## src/rtl/wdf_adaptor_2port_if.sv

```systemverilog
// Bundle of the adaptor's data-path signals: enable, incident waves, coefficient, reflected waves.
// The master drives the stimulus side and the slave (the adaptor) drives the reflected waves.
interface wdf_adaptor_2port_if #(
  parameter int A1_WID = 10,
  parameter int A2_WID = 12,
  parameter int B1_WID = 13,
  parameter int B2_WID = 12
);
  logic                     en;
  logic signed [A1_WID-1:0] a1;
  logic signed [A2_WID-1:0] a2;
  logic signed [10:0]       alpha;
  logic signed [B1_WID-1:0] b1;
  logic signed [B2_WID-1:0] b2;

  modport master (output en, a1, a2, alpha, input b1, b2);
  modport slave  (input en, a1, a2, alpha, output b1, b2);
endinterface

```

## src/rtl/wdf_adaptor_2port.sv

```systemverilog
// Registered two-port wave-digital adaptor: b = a + alpha*(a2-a1) with per-output saturation.
// MODE selects symmetric/rounded (0), output-swapped/rounded (1) or symmetric/truncated (2).
module wdf_adaptor_2port #(
  parameter int A1_WID = 10,
  parameter int A2_WID = 12,
  parameter int B1_WID = 13,
  parameter int B2_WID = 12,
  parameter int MODE   = 0
) (
  input  logic                 clk,
  input  logic                 reset_n,
  wdf_adaptor_2port_if.slave   bus
);
  localparam int W    = ((A1_WID > A2_WID) ? A1_WID : A2_WID) + 1;
  localparam int PW   = W + 11;
  localparam int SW   = W + 2;
  localparam int CW_T = (SW > B1_WID) ? SW : B1_WID;
  localparam int CW   = ((CW_T > B2_WID) ? CW_T : B2_WID) + 1;

  // Unsupported MODE values fall back to the symmetric/rounded flavour.
  localparam bit SWAP  = (MODE == 1);
  localparam bit TRUNC = (MODE == 2);

  localparam logic signed [PW-1:0] RND    = TRUNC ? PW'(0) : PW'(512);
  localparam logic signed [CW-1:0] B1_MAX = CW'((64'sd1 <<< (B1_WID - 1)) - 64'sd1);
  localparam logic signed [CW-1:0] B1_MIN = CW'(-(64'sd1 <<< (B1_WID - 1)));
  localparam logic signed [CW-1:0] B2_MAX = CW'((64'sd1 <<< (B2_WID - 1)) - 64'sd1);
  localparam logic signed [CW-1:0] B2_MIN = CW'(-(64'sd1 <<< (B2_WID - 1)));

  logic signed [W-1:0]      a1_x, a2_x, d;
  logic signed [10:0]       alpha_s;
  logic signed [PW-1:0]     prod, prod_r;
  logic signed [SW-1:0]     p, s1, s2;
  logic signed [CW-1:0]     s1_c, s2_c;
  logic signed [B1_WID-1:0] b1_sat, b1_d, b1_q;
  logic signed [B2_WID-1:0] b2_sat, b2_d, b2_q;

  always_comb begin
    a1_x    = {{(W - A1_WID){bus.a1[A1_WID-1]}}, bus.a1};
    a2_x    = {{(W - A2_WID){bus.a2[A2_WID-1]}}, bus.a2};
    alpha_s = bus.alpha;
    d       = a2_x - a1_x;
    prod    = PW'(d) * PW'(alpha_s);
    prod_r  = prod + RND;
    p       = SW'(prod_r >>> 10);

    if (SWAP) begin
      s1 = SW'(a1_x) + p;
      s2 = SW'(a2_x) + p;
    end else begin
      s1 = SW'(a2_x) + p;
      s2 = SW'(a1_x) + p;
    end

    // Widen to a common compare width so the clamp limits are always representable.
    s1_c = CW'(s1);
    s2_c = CW'(s2);

    if (s1_c > B1_MAX)      b1_sat = B1_MAX[B1_WID-1:0];
    else if (s1_c < B1_MIN) b1_sat = B1_MIN[B1_WID-1:0];
    else                    b1_sat = s1_c[B1_WID-1:0];

    if (s2_c > B2_MAX)      b2_sat = B2_MAX[B2_WID-1:0];
    else if (s2_c < B2_MIN) b2_sat = B2_MIN[B2_WID-1:0];
    else                    b2_sat = s2_c[B2_WID-1:0];

    b1_d = bus.en ? b1_sat : b1_q;
    b2_d = bus.en ? b2_sat : b2_q;
  end

  always_ff @(posedge clk or negedge reset_n) begin
    if (!reset_n) begin
      b1_q <= '0;
      b2_q <= '0;
    end else begin
      b1_q <= b1_d;
      b2_q <= b2_d;
    end
  end

  assign bus.b1 = b1_q;
  assign bus.b2 = b2_q;
endmodule

```

## src/flat_wrapper.sv

```systemverilog
// flat-port wrapper written by rule: the top's interface ports become plain ports
module wdf_adaptor_2port_flat 
#(
  parameter int A1_WID = 10,
  parameter int A2_WID = 12,
  parameter int B1_WID = 13,
  parameter int B2_WID = 12,
  parameter int MODE   = 0
)
  (clk, reset_n, bus_en, bus_a1, bus_a2, bus_alpha, bus_b1, bus_b2);
  wdf_adaptor_2port_if #(.A1_WID(A1_WID), .A2_WID(A2_WID), .B1_WID(B1_WID), .B2_WID(B2_WID)) bus_i ();
  input  logic clk;
  input  logic reset_n;
  input wire logic [$bits(bus_i.en)-1:0] bus_en;
  input wire logic [$bits(bus_i.a1)-1:0] bus_a1;
  input wire logic [$bits(bus_i.a2)-1:0] bus_a2;
  input wire logic [$bits(bus_i.alpha)-1:0] bus_alpha;
  output wire logic [$bits(bus_i.b1)-1:0] bus_b1;
  output wire logic [$bits(bus_i.b2)-1:0] bus_b2;
  assign bus_i.en = bus_en;
  assign bus_i.a1 = bus_a1;
  assign bus_i.a2 = bus_a2;
  assign bus_i.alpha = bus_alpha;
  assign bus_b1 = bus_i.b1;
  assign bus_b2 = bus_i.b2;
  wdf_adaptor_2port #(.A1_WID(A1_WID), .A2_WID(A2_WID), .B1_WID(B1_WID), .B2_WID(B2_WID), .MODE(MODE)) u_core (.clk(clk), .reset_n(reset_n), .bus(bus_i));
endmodule
```

## config.mk

```make
export PLATFORM = sky130hd
export DESIGN_NAME = wdf_adaptor_2port_flat
export DESIGN_NICKNAME = d
export VERILOG_FILES = /design/src/rtl/wdf_adaptor_2port_if.sv /design/src/rtl/wdf_adaptor_2port.sv /design/src/flat_wrapper.sv
export SDC_FILE = /design/constraint.sdc
export NUM_CORES = 1
export LEC_CHECK = 0
export ABC_AREA = 1
export CORE_ASPECT_RATIO = 0.8
export CORE_MARGIN = 2
export CORE_UTILIZATION = 40
export CTS_CLUSTER_DIAMETER = 50
export DETAILED_ROUTE_END_ITERATION = 16
export MAX_ROUTING_LAYER = met4
export PLACE_DENSITY_LB_ADDON = 0.3
export SLEW_MARGIN = 20
export SYNTH_ARGS = -nofsm -noshare
export SYNTH_HDL_FRONTEND = slang
export SYNTH_SLANG_ARGS = --single-unit
```

## constraint.sdc

```tcl
create_clock -name clk -period 0.8 [get_ports clk]
set_input_delay 0.16 -clock clk [delete_from_list [all_inputs] [get_ports clk]]
set_output_delay 0.16 -clock clk [all_outputs]
set_load 0.02 [all_outputs]
```

==> run metrics <==
final setup fails 50; FF-to-FF Start u_core.bus.b2[9]$_DFFE_PN0P_; main flop type after synthesis dfrtp_1; Fill cells 1,665; Final #Nets 1,805; Max Cap Violations 0; row cnt 48; Worst-path clk slew 0.06 ns; met2 Usage GRT 38.4%; Final Hold Vio Count 0; gpl congestion 0.959; Final Max Slew Viols 0; total track usage 25.0%; Num CTS Buffers 3; syn_nets 1,462; Setup crit end kind flop; final wirelength 28,900 µm; largest net degree at the start of global routing 26; Cell variety after synth 37; Initial Utilization 40.4%; M1 GR Usage 36.9%; Detail Route Antenna Nets 0; largest family of logic cells by synthesized area adder cells; outcome finished with violations; I/O pin count 61; worst setup margin -6.32 ns; share of layout cells above drive strength 1 45.9%; RSZ-0062 raised after global routing true; Synth Warn # 0; post-synthesis sequential area ratio 7.24%; via count 9,037; worst reg2reg endpoint u_core.bus.b2[9]$_DFFE_PN0P_; kind of critical path input port to flop; R2R setup slack -0.12 ns; FF+latch count, synth 25; antenna violations before repair 0; Max Buffers Root-to-Sink 2; Clock Skews 0 ns; syn_area_per_cell 7.19 µm²; Synth Area in Adders 44.2%; CTS Root Cell clkbuf_16; WP data required 0.95 ns; antenna cells 0; core area 0.0214 mm²; Worst Tran Pin Value 0.420 ns; GR Util met3 3.16%; first-pass GRT wire length 44,200 µm; post-synth top area cell fa_1; CP Max Fanout 6; die height 135 µm; max incr delay on CP 0.53 ns; most frequent cell after synthesis nand2_1; Final Util 65.0%; complex-gate fraction of the synthesized area 7.10%; Worst Setup SP bus_a2[7]; fmax 0.140 GHz; grt ovf 0; CP dominant cell by count nand2_1; Clock Latency Late Sink 0.26 ns; vias in the first global route 8,879; Slowest-stage cell, CP fa_1; Synth-to-Final Area Change 61.0%; relative slew slack 71.7%; H-tree levels 1; top cell type's share of synthesized area 31.3%; failing checks negative setup slack; crit path time final 7.12 ns; top cells by area, synth fa_1, nand2_1, ha_1; post-DR vias/cell 4.97; clock sinks 25; 1st-iter DRT viols 684; TritonCTS clock tree done; CP Launch Type input port; Synth Instances 1,202; count of flip-flops with a built-in enable after synthesis 0; Die W 168 µm; worst setup path endpoint u_core.bus.b1[4]$_DFFE_PN0P_; Tcrit/Tclk final 890%; die area 0.0228 mm²; leading cell types by count after synthesis nand2_1, inv_1, fa_1, nor2_1, ha_1; cell count of the worst reg-to-reg path 4; fraction of synthesized cell area in xor and xnor cells 4.87%; IO buf count 60; ys async rst share 100%; mux contribution to synthesized area 0%; hold buffers post-CTS 0; remaining routing DRC violations 0; worst endpoint data arrival time 7.28 ns; WL per Instance 15.9 µm; DP Wirelength 22,400 µm; Post-Synth Simple-Gate Area 23.7%; GR peak layer met2; cell area after synthesis 0.00864 mm²; worst min path class input port to async pin; 1st-pass router iterations 6
layout by cell type, fill, tap and decap left out, types with 16 or more instances in the layout:
cell type  synthesis  final
a21oi_2            1     25
dfrtp_1           25     25
ha_4               0     44
fa_1             135    121
nor2_2             2     16
inv_2              1     43
nand2_4            0     36
nand2_1          312    202
xor2_1            26     19
nand3_2            4     18
nor2_1           123     97
ha_1              89     42
inv_1            274    219
buf_4              0    277
nand2_2            5     76
xnor2_1           22     17
buf_6              2     36
a21oi_1           56     20
metal layers:
| layer | vias up | wire (µm) |
|---|---|---|
| li1 | 4304 | - |
| met4 | 0 | 316 |
| met1 | 4423 | 13200 |
| met5 | - | 0 |
| met3 | 37 | 2000 |
| met2 | 273 | 13400 |
logic make-up (layout without fill, tap and decap cells):
kind of cell	after synthesis	after routing
adder cells (fa/ha/maj)	224	224
AO/OA/AOI/OAI	107	108
XOR/XNOR	48	48
AND/OR/NAND/NOR	505	506
buffers and inverters	293	633
flip-flops	25	25
stage by stage:
step	hold slack [ns]	TNS (ns)	instance area, µm²	setup WS, ns	instances
after floorplan	-0.136	-143.03	9170	-5.79	1202
after global placement	0.469	-181.97	11900	-7.04	1754
after detailed placement	0.468	-183.10	11900	-7.09	1754
after CTS	0.261	-156.46	12900	-6.17	1789
after global routing	0.261	-166.35	13900	-6.58	1819
final	0.255	-159.85	13900	-6.32	1819
worst min-delay path by stage:
| stage | to | slack (ns) |
|---|---|---|
| finish | u_core.bus.b1[0]$_DFFE_PN0P_ | 0.25 |
| global route | u_core.bus.b1[1]$_DFFE_PN0P_ | 0.26 |
| CTS | u_core.bus.b1[0]$_DFFE_PN0P_ | 0.26 |
| detailed placement | u_core.bus.b1[2]$_DFFE_PN0P_ | 0.47 |
| global placement | u_core.bus.b1[8]$_DFFE_PN0P_ | 0.47 |
| floorplan | u_core.bus.b1[0]$_DFFE_PN0P_ | -0.14 |
registers in the layout, summed over array words and instances, names as in the netlist:
register	cells
u_core.bus.b2	12
u_core.bus.b1	13
critical path, delay by kind of cell:
family / cells / cell delay [ns]
AO/OA/AOI/OAI: 9 / 1.28
XOR/XNOR: 1 / 0.27
adder cells (fa/ha/maj): 8 / 3.33
buffers and inverters: 11 / 1.13
AND/OR/NAND/NOR: 13 / 1.06
cell type report:
type                            count  area [µm²]  area share (%)
Clock buffer                        3        75.1           0.540
Clock inverter                      1        5.00          0.0360
Inverter                          277        1090            7.87
Multi-Input combinational cell    886        8850            63.6
Sequential cell                    25         626            4.50
Tap cell                          275         344            2.47
Timing Repair Buffer              352        2910            20.9
what timing repair did:
item,in CTS,in global routing
pin swaps,129,136
resized for setup,373,226
cloned,2,1
endpoints found under the hold margin,0,0
endpoints found under the setup margin,50,50
setup buffers,29,30
Power is left out: the tool's default activity adds up to more than one toggle a clock period on the data nets, which glitch-free logic cannot reach.
